===== config.mk =====
export PLATFORM = sky130hd
export DESIGN_NAME = reset_sequencer_flat
export DESIGN_NICKNAME = d
export VERILOG_FILES = /design/src/rtl/reset_sequencer_pkg.sv /design/src/rtl/reset_sequencer_if.sv /design/src/rtl/bit_synchronizer.sv /design/src/rtl/reset_sequencer.sv /design/src/flat_wrapper.sv
export SDC_FILE = /design/constraint.sdc
export NUM_CORES = 1
export LEC_CHECK = 0
export ABC_AREA = 1
export CORE_MARGIN = 2
export CORE_UTILIZATION = 40
export CTS_CLUSTER_DIAMETER = 60
export DETAILED_ROUTE_END_ITERATION = 7
export DONT_BUFFER_PORTS = 1
export GPL_TIMING_DRIVEN = 0
export PLACE_DENSITY = 0.51
export REMOVE_ABC_BUFFERS = 1
export SYNTH_ARGS = -nofsm -noshare
export SYNTH_HDL_FRONTEND = slang
export SYNTH_SLANG_ARGS = --single-unit

===== constraint.sdc =====
create_clock -name i_clock -period 1.8 [get_ports i_clock]
set_input_delay 0.27 -clock i_clock [delete_from_list [all_inputs] [get_ports i_clock]]
set_output_delay 0.27 -clock i_clock [all_outputs]
set_load 0.02 [all_outputs]

===== src/rtl/reset_sequencer_pkg.sv =====
// Shared definitions for the reset sequencer: FSM state encoding, parameter
// defaults and the phase-counter sizing helper.
package reset_sequencer_pkg;

    typedef enum logic [1:0] {
        WAIT_LOCK = 2'd0,
        STABILISE = 2'd1,
        HOLD      = 2'd2,
        RUN       = 2'd3
    } state_t;

    localparam int DEFAULT_SYNC_STAGES        = 3;
    localparam int DEFAULT_LOCK_STABLE_CYCLES = 1024;
    localparam int DEFAULT_RESET_HOLD_CYCLES  = 16;
    localparam int DEFAULT_LOSS_COUNT_WIDTH   = 8;

    // Counter only needs to reach max(a,b)-1; never narrower than one bit.
    function automatic int phase_cnt_width(input int a, input int b);
        int m;
        m = (a > b) ? a : b;
        return (m < 2) ? 1 : $clog2(m);
    endfunction

endpackage


===== src/rtl/reset_sequencer_if.sv =====
// Lock/soft-reset inputs and core-reset/status outputs of the reset sequencer.
interface reset_sequencer_if
    import reset_sequencer_pkg::*;
#(
    parameter int LOSS_COUNT_WIDTH = DEFAULT_LOSS_COUNT_WIDTH
);
    logic                        i_locked;
    logic                        i_soft_reset;
    logic                        o_reset;
    logic                        o_ready;
    logic [1:0]                  o_state;
    logic [LOSS_COUNT_WIDTH-1:0] o_lock_loss_count;

    modport master (
        input  i_locked,
        input  i_soft_reset,
        output o_reset,
        output o_ready,
        output o_state,
        output o_lock_loss_count
    );

    modport slave (
        output i_locked,
        output i_soft_reset,
        input  o_reset,
        input  o_ready,
        input  o_state,
        input  o_lock_loss_count
    );
endinterface


===== src/rtl/bit_synchronizer.sv =====
// Parameterised-depth flop chain bringing a single asynchronous bit into the
// clk domain; cleared to 0 asynchronously.
module bit_synchronizer #(
    parameter int STAGES = 2
) (
    input  logic clk,
    input  logic rst_n,
    input  logic d,
    output logic q
);
    logic [STAGES-1:0] sync_reg;
    logic [STAGES-1:0] sync_next;

    generate
        for (genvar gi = 0; gi < STAGES; gi++) begin : g_stage
            if (gi == 0) begin : g_first
                assign sync_next[gi] = d;
            end else begin : g_chain
                assign sync_next[gi] = sync_reg[gi-1];
            end
        end
    endgenerate

    always_ff @(posedge clk or negedge rst_n) begin
        if (!rst_n) begin
            sync_reg <= '0;
        end else begin
            sync_reg <= sync_next;
        end
    end

    assign q = sync_reg[STAGES-1];
endmodule


===== src/rtl/reset_sequencer.sv =====
// Core reset sequencer: qualifies MMCM lock, holds the core in reset for a
// fixed time, and re-enters reset on lock loss or software request.
module reset_sequencer
    import reset_sequencer_pkg::*;
#(
    parameter int SYNC_STAGES        = DEFAULT_SYNC_STAGES,
    parameter int LOCK_STABLE_CYCLES = DEFAULT_LOCK_STABLE_CYCLES,
    parameter int RESET_HOLD_CYCLES  = DEFAULT_RESET_HOLD_CYCLES,
    parameter int LOSS_COUNT_WIDTH   = DEFAULT_LOSS_COUNT_WIDTH
) (
    input  logic               i_clock,
    input  logic               i_reset_n,
    reset_sequencer_if.master  bus
);
    localparam int CNT_W = phase_cnt_width(LOCK_STABLE_CYCLES, RESET_HOLD_CYCLES);
    localparam logic [CNT_W-1:0] STABLE_LAST = CNT_W'(LOCK_STABLE_CYCLES - 1);
    localparam logic [CNT_W-1:0] HOLD_LAST   = CNT_W'(RESET_HOLD_CYCLES - 1);
    localparam logic [LOSS_COUNT_WIDTH-1:0] LOSS_MAX = '1;

    logic                        locked_s;
    state_t                      state_reg, state_next;
    logic [CNT_W-1:0]            cnt_reg, cnt_next;
    logic [LOSS_COUNT_WIDTH-1:0] loss_reg, loss_next;
    logic                        reset_reg;
    logic                        ready_reg;

    bit_synchronizer #(
        .STAGES (SYNC_STAGES)
    ) u_lock_sync (
        .clk   (i_clock),
        .rst_n (i_reset_n),
        .d     (bus.i_locked),
        .q     (locked_s)
    );

    // Outputs are registered from state_next so they move with the state register.
    always_ff @(posedge i_clock or negedge i_reset_n) begin
        if (!i_reset_n) begin
            state_reg <= WAIT_LOCK;
            cnt_reg   <= '0;
            loss_reg  <= '0;
            reset_reg <= 1'b1;
            ready_reg <= 1'b0;
        end else begin
            state_reg <= state_next;
            cnt_reg   <= cnt_next;
            loss_reg  <= loss_next;
            reset_reg <= (state_next != RUN);
            ready_reg <= (state_next == RUN);
        end
    end

    always_comb begin
        state_next = state_reg;
        cnt_next   = cnt_reg;
        loss_next  = loss_reg;
        case (state_reg)
            WAIT_LOCK: begin
                if (locked_s) begin
                    state_next = STABILISE;
                    cnt_next   = '0;
                end
            end
            STABILISE: begin
                cnt_next = cnt_reg + 1'b1;
                if (!locked_s) begin
                    state_next = WAIT_LOCK;
                end else if (cnt_reg == STABLE_LAST) begin
                    state_next = HOLD;
                    cnt_next   = '0;
                end
            end
            HOLD: begin
                cnt_next = cnt_reg + 1'b1;
                if (!locked_s) begin
                    state_next = WAIT_LOCK;
                end else if (cnt_reg == HOLD_LAST) begin
                    state_next = RUN;
                end
            end
            RUN: begin
                // Lock loss wins over a simultaneous soft reset request.
                if (!locked_s) begin
                    state_next = WAIT_LOCK;
                    if (loss_reg != LOSS_MAX) begin
                        loss_next = loss_reg + 1'b1;
                    end
                end else if (bus.i_soft_reset) begin
                    state_next = HOLD;
                    cnt_next   = '0;
                end
            end
            default: begin
                state_next = WAIT_LOCK;
            end
        endcase
    end

    assign bus.o_reset           = reset_reg;
    assign bus.o_ready           = ready_reg;
    assign bus.o_state           = state_reg;
    assign bus.o_lock_loss_count = loss_reg;
endmodule


===== src/flat_wrapper.sv =====
// flat-port wrapper written by rule: the top's interface ports become plain ports
module reset_sequencer_flat import reset_sequencer_pkg::*;
#(
    parameter int SYNC_STAGES        = DEFAULT_SYNC_STAGES,
    parameter int LOCK_STABLE_CYCLES = DEFAULT_LOCK_STABLE_CYCLES,
    parameter int RESET_HOLD_CYCLES  = DEFAULT_RESET_HOLD_CYCLES,
    parameter int LOSS_COUNT_WIDTH   = DEFAULT_LOSS_COUNT_WIDTH
)
  (i_clock, i_reset_n, bus_i_locked, bus_i_soft_reset, bus_o_reset, bus_o_ready, bus_o_state, bus_o_lock_loss_count);
  reset_sequencer_if #(.LOSS_COUNT_WIDTH(LOSS_COUNT_WIDTH)) bus_i ();
  input  logic i_clock;
  input  logic i_reset_n;
  input wire logic [$bits(bus_i.i_locked)-1:0] bus_i_locked;
  input wire logic [$bits(bus_i.i_soft_reset)-1:0] bus_i_soft_reset;
  output wire logic [$bits(bus_i.o_reset)-1:0] bus_o_reset;
  output wire logic [$bits(bus_i.o_ready)-1:0] bus_o_ready;
  output wire logic [$bits(bus_i.o_state)-1:0] bus_o_state;
  output wire logic [$bits(bus_i.o_lock_loss_count)-1:0] bus_o_lock_loss_count;
  assign bus_i.i_locked = bus_i_locked;
  assign bus_i.i_soft_reset = bus_i_soft_reset;
  assign bus_o_reset = bus_i.o_reset;
  assign bus_o_ready = bus_i.o_ready;
  assign bus_o_state = bus_i.o_state;
  assign bus_o_lock_loss_count = bus_i.o_lock_loss_count;
  reset_sequencer #(.SYNC_STAGES(SYNC_STAGES), .LOCK_STABLE_CYCLES(LOCK_STABLE_CYCLES), .RESET_HOLD_CYCLES(RESET_HOLD_CYCLES), .LOSS_COUNT_WIDTH(LOSS_COUNT_WIDTH)) u_core (.i_clock(i_clock), .i_reset_n(i_reset_n), .bus(bus_i));
endmodule

Word level (Yosys, flattened, before mapping)
Index checks and enable logic that the tools add are counted.
{ "op_classes": {"n_addsub": 2, "multipliers": 0, "n_div": 0, "n_lt_le_gt_ge": 0, "n_eq_ne": 11, "n_shift": 0, "n_mux": 14, "bitwise": 1, "n_reduce_logical": 3} }
{ "op_table": {"columns": ["cell", "n"], "rows": [
  ["2-to-1 mux 10 bit", 5],
  ["one-hot mux 10 bit (4 select lines)", 1],
  ["2-to-1 mux 2 bit", 7],
  ["adder 10 x 1 -> 10 bit, second input constant", 1],
  ["equality test 10 bit, second input constant", 1],
  ["equality test 10 x 4 -> 1 bit, second input constant", 1],
  ["adder 8 x 1 -> 8 bit, second input constant", 1],
  ["inequality test 2 bit, second input constant", 4],
  ["inequality test 8 bit, second input constant", 1],
  ["one-hot mux 2 bit (4 select lines)", 1],
  ["equality test 2 bit, second input constant", 3],
  ["AND reduction 3 bit", 2],
  ["equality test 2 x 1 -> 1 bit, second input constant", 1],
  ["logical NOT 2 bit", 1],
  ["inverter 1 bit", 1]
]} }
{ "word_totals": {"regBits": 25, "latch_bits": 0, "ramBits": 0, "rom_bits": 0, "in_bits": 4, "out_inout_bits": 12, "word_cells": 37, "memories": 0} }

Depth between registers and ports, before layout
{ "depth": {"ltp_word": 5, "mapped_depth": 11, "depth_no_buf": 11} }

By module
A second synthesis with hierarchy kept.
{ "unflattened": {"hier_cells": 167, "area_unflattened_um2": 1368.8} }
{ "by_module_without_submodules": {"columns": ["module", "instances", "cells_per_inst", "area_per_inst_um2", "seq_area_each_um2"], "rows": [
  ["reset_sequencer", 1, 164, 1293.7, 551.8],
  ["bit_synchronizer", 1, 3, 75.1, 75.1]
]} }

Least setup slack after synthesis
No wires, ideal clock.
{ "synth_path": {"path_type": "flip-flop to flip-flop", "startpoint": "register u_core.state_reg[0], in the netlist u_core.bus.o_state[0]", "endpoint": "register u_core.cnt_reg[5]", "setup_ps": 77, "arrival_time_ps": 1512, "required_time_ps": 1723, "slack_ps": 211, "path_stages_with_launch": 8, "n_path_buf": 0, "period_less_slack_ps": 1589, "path_cell_list": "dfrtp_1 ha_1 inv_1 nor2_2 nor3_4 nand2_1 xor2_1 a21oi_1"} }
{ "synth_via": {"elab_chain_len": 3, "elab_cells_between_ends": 9, "cone_classes": "6 x eq/ne; 1 x mux; 2 x reduce/logical"} }
{ "synth_lines": {"columns": ["item", "line_no", "rtl"], "rows": [
  ["start, declared", "reset_sequencer.sv:21", "state_t state_reg, state_next;"],
  ["start signal, assigned", "reset_sequencer.sv:45", "state_reg <= state_next;"],
  ["equality test 2 bit or logical NOT 2 bit (tied branches)", "reset_sequencer.sv:57", "case (state_reg)"],
  ["inequality test 2 bit (no source line)", null, null],
  ["AND reduction 3 bit (no source line)", null, null],
  ["end signal, assigned", "reset_sequencer.sv:46", "cnt_reg <= cnt_next;"],
  ["end, declared", "reset_sequencer.sv:22", "logic [CNT_W-1:0] cnt_reg, cnt_next;"]
]} }
Several ways; a longest one is shown, not always the timed one.
A chain may end at the register's enable or synchronous reset.

Final worst setup path
{ "layout_path": {"startpoint": "register u_core.cnt_reg[0]", "endpoint": "register u_core.cnt_reg[0]"} }
{ "layout_via": {"elab_chain_len": 4, "elab_cells_between_ends": 5, "cone_classes": "1 x add/sub; 1 x eq/ne; 3 x mux"} }
{ "layout_lines": {"columns": ["item", "line_no", "rtl"], "rows": [
  ["adder 10 x 1 -> 10 bit or equality test 10 bit (tied branches)", "reset_sequencer.sv:65, reset_sequencer.sv:74, reset_sequencer.sv:68", null],
  ["2-to-1 mux 10 bit", "reset_sequencer.sv:68", "end else if (cnt_reg == STABLE_LAST) begin"],
  ["2-to-1 mux 10 bit", "reset_sequencer.sv:66", "if (!locked_s) begin"],
  ["one-hot mux 10 bit (4 select lines) (*)", "reset_sequencer.sv:57", null]
]} }
Mark *: on every way between the ends. The rest lies on a longest branch, timed or not.

==> summary.md <==
| Metric | Value |
|---|---|
| Vias | 1093 |
| Total power draw | 1.31 mW |
| CP max FO | 4 |
| DPL Wire Length | 2010 um |
| Maxcap violations | 0 |
| Clk_lat worst skew | 0.31 ns |
| Internal | 0.846 mW |
| PnR worst setup slack | 0.128 ns |
| Max FFs per register | 10 |
| Leak | 0.807 nW |
| Share of cells above drive strength 1 | 18.5% |
| Initial antenna violation count | 0 |
| Vias in the first global route | 1085 |
| Synth cell types | 26 |
| Final setup fails | 0 |
| Hold Fails Final Rpt | 0 |
| WS Path Type | register to register |
| Wire per inst | 11.6 um |
| DRT iter0 DRCs | 76 |
| Layout Nets | 201 |
| Setup WS pre-CTS | -0.00803 ns |
| Global-route wire length before repair | 4860 um |
| Pre-Repair DR Iteration Count | 4 |
| Worst-Margin Slew | 0.359 ns |
| WP data arrival | 1.89 ns |
| All-Layer GR Usage | 15.0% |
| Standard-cell rows | 21 |
| Initial Utilization | 42.3% |
| Post-synthesis sequential area ratio | 43.7% |
| FF+latch count, synth | 25 |
| Die height | 63.9 um |
| Clock Tree Buf Depth | 2 |
| DR DRC count | 0 |
| CTS tree | yes |
| Cell Area, Synth | 1430 um2 |
| HP Class | primary input to register |
| Syn Area/Cell | 8.10 um2 |
| # H-tree levels | 1 |
| Root buf cell | clkbuf_4 |
| Peak supply drop | 0.463 mV |
| Post-Layout Cell Count | 235 |
| Routed length on met1 | 1320 um |
| Die X | 63.9 um |
| Routed wire length | 2730 um |
| Max Used Layer | met4 |
| Post-Place Cells | 223 |
| Met2 WL | 1290 um |
| Worst slew margin | 76.0% |
| Reg power frac | 49.0% |
| Crit-path cells | ha_1, nand2_1, nor2_2, nand3_1, nand2_1, o211ai_1, buf_4, nand2_2, o21ai_1 |
| CTS buffer count | 3 |
| PwrDens | 807 nW/um2 |
| Switching share of power | 35.5% |
| IO Port Bufs | 0 |
| Setup crit end kind | register |
| Pins over their slew limit | 0 |
| CP Launch Type | register |
| Critical path's largest stage delay | 0.42 ns |
| Synth warn | 0 |
| Antenna Nets Post-Route | 0 |
| Routability cong. | 0.762 |
| Clock skew | 0.00396 ns |
| P_sw | 0.465 mW |
| Clk slew on worst S/H paths | 0.13 ns |
| Die ar. | 4080 um2 |
| Tcrit/Tclk final | 92.9% |
| Worst Path Required | 2.02 ns |
| Core Box Area | 3390 um2 |
| Largest net degree at the start of global routing | 26 |
| Via/cell ratio | 4.65 |
| Fmax | 598 MHz |
| Synthesis-to-layout area growth | 13.3% |
| Clock tree sinks | 25 |
| Top-Level Pins | 16 |
| Post-Syn Instances | 177 |
| Min Tclk post-route | 1.67 ns |
| Diode count | 0 |
| Clk pwr share | 19.1% |
| Grt ovf | 0 |
| Power share of the combinational group | 31.9% |
| Slowest cell on the critical path | dfrtp_1 |
| CP most frequent cell | nand2_1 |
| Outcome | finished clean |
| Met3 Wirelength | 103 um |
cells in the final DEF (no fill, tap or decap):
cell type / n
nor2_4: 2
nand3_2: 2
nor3b_4: 1
nand2_4: 1
a21oi_1: 6
o211ai_1: 1
nor2_2: 5
o31ai_1: 1
xnor2_1: 4
o21ai_4: 1
o21ai_1: 3
xor2_1: 8
nor2_1: 11
nor3_4: 1
dfrtp_2: 4
clkbuf_1: 1
buf_4: 5
nor3_1: 1
inv_1: 20
nand4_1: 2
dlygate4sd3_1: 2
o22ai_1: 1
clkbuf_4: 3
o21ai_2: 1
dfstp_2: 1
dfrtp_1: 20
nand2_2: 1
inv_2: 4
ha_2: 2
ha_1: 5
buf_12: 1
nand3_1: 4
nand2_1: 59
o21ai_0: 5
power groups by stage:
| stage | clock network, mW | logic (mW) | registers [mW] |
|---|---|---|---|
| final | 0.251 | 0.418 | 0.642 |
| after global routing | 0.297 | 0.477 | 0.648 |
| after floorplan | 0 | 0.273 | 0.641 |
| after global placement | 0 | 0.328 | 0.649 |
| after detailed placement | 0 | 0.339 | 0.649 |
| after CTS | 0.276 | 0.379 | 0.638 |
metrics by stage:
stage,hold WS (ns),cell area [um2],utilization (%),setup TNS [ns]
2_1_floorplan,-0.0256,1430,-,0
3_3_place_gp,-0.0249,1490,44.0,0
3_5_place_dp,-0.0248,1490,44.0,-0.0143
4_1_cts,0.227,1570,46.4,0
5_1_grt,0.165,1620,47.9,-0.00512
6_report,0.181,1620,47.9,0
worst max-delay path: cells and delay by family (launching register included):
kind	cells	cell delay (ns)
AO/OA/AOI/OAI	2	0.19
flip-flops	1	0.42
adder cells (fa/ha/maj)	1	0.19
buffers and inverters	1	0.17
AND/OR/NAND/NOR	5	0.61
layer usage:
layer | track usage [%] | vias to the layer above
li1 | - | 575
met1 | 19.2 | 501
met2 | 24.9 | 15
met3 | 4.93 | 2
met4 | 2.45 | 0
met5 | 0 | -
final cells by class:
| class | instances | area [um2] |
|---|---|---|
| multi-input cells | 128 | 741 |
| well taps | 46 | 57.6 |
| inverters | 24 | 90.1 |
| flip-flops and latches | 25 | 632 |
| repair buffers | 8 | 77.6 |
| fillers | 341 | 1770 |
| clock buffers | 4 | 26.3 |
cell families (layout without fill, tap and decap cells):
kind of cell               after synthesis  after routing  synth area share, %
and+or+nand+nor                         90             90                 29.0
DFF                                     25             25                 43.7
buffers and inverters                   24             36                 6.28
AOI/OAI and AO/OA                       19             19                 7.59
xor gates and xnor gates                12             12                 7.33
adders and majority gates                7              7                 6.11
final timing paths:
check / startpoint / depth (start not counted) / end / slack, ns
max in group asynchronous: i_reset_n / 2 / u_core.bus.o_reset$_DFF_PN1_ / 1.20
max: u_core.cnt_reg[0]$_DFFE_PN0P_ / 9 / u_core.cnt_reg[0]$_DFFE_PN0P_ / 0.13
max reg2reg: u_core.cnt_reg[0]$_DFFE_PN0P_ / 9 / u_core.cnt_reg[0]$_DFFE_PN0P_ / 0.13
min reg2reg: u_core.u_lock_sync.sync_reg[0]$_DFF_PN0_ / 0 / u_core.u_lock_sync.sync_reg[1]$_DFF_PN0_ / 0.37
min in group asynchronous: i_reset_n / 2 / u_core.cnt_reg[8]$_DFFE_PN0P_ / 0.37
min: bus_i_soft_reset / 3 / u_core.cnt_reg[1]$_DFFE_PN0P_ / 0.18
cell usage after synthesis:
master | count | area [um2]
nand2_1 | 59 | 221
dfrtp_1 | 24 | 601
inv_1 | 23 | 86.3
nor2_1 | 13 | 48.8
xor2_1 | 8 | 70.1
ha_1 | 7 | 87.6
a21oi_1 | 6 | 30.0
o21ai_0 | 5 | 25.0
nand3_1 | 4 | 20.0
xnor2_1 | 4 | 35.0
nor2_2 | 3 | 18.8
o21ai_1 | 3 | 15.0
nand3_2 | 2 | 20.0
nand4_1 | 2 | 12.5
nor2_4 | 2 | 22.5
o21ai_2 | 2 | 17.5
dfstp_2 | 1 | 26.3
inv_2 | 1 | 3.75
nand2_2 | 1 | 6.26
nand2_4 | 1 | 11.3
nor3_1 | 1 | 5.00
nor3_4 | 1 | 16.3
nor3b_2 | 1 | 12.5
o211ai_1 | 1 | 7.51
o22ai_1 | 1 | 6.26
o31ai_1 | 1 | 7.51
what timing repair did:
item / 4_1_cts / 5_1_grt
endpoints found under the setup margin: 5 / 21
setup buffers: 2 / 3
gates resized for setup: 1 / 12
hold buffers: 3 / 0
endpoints found under the hold margin: 26 / 0
pin swaps: 1 / 2
No activity file was read; power rests on OpenSTA's default activity.
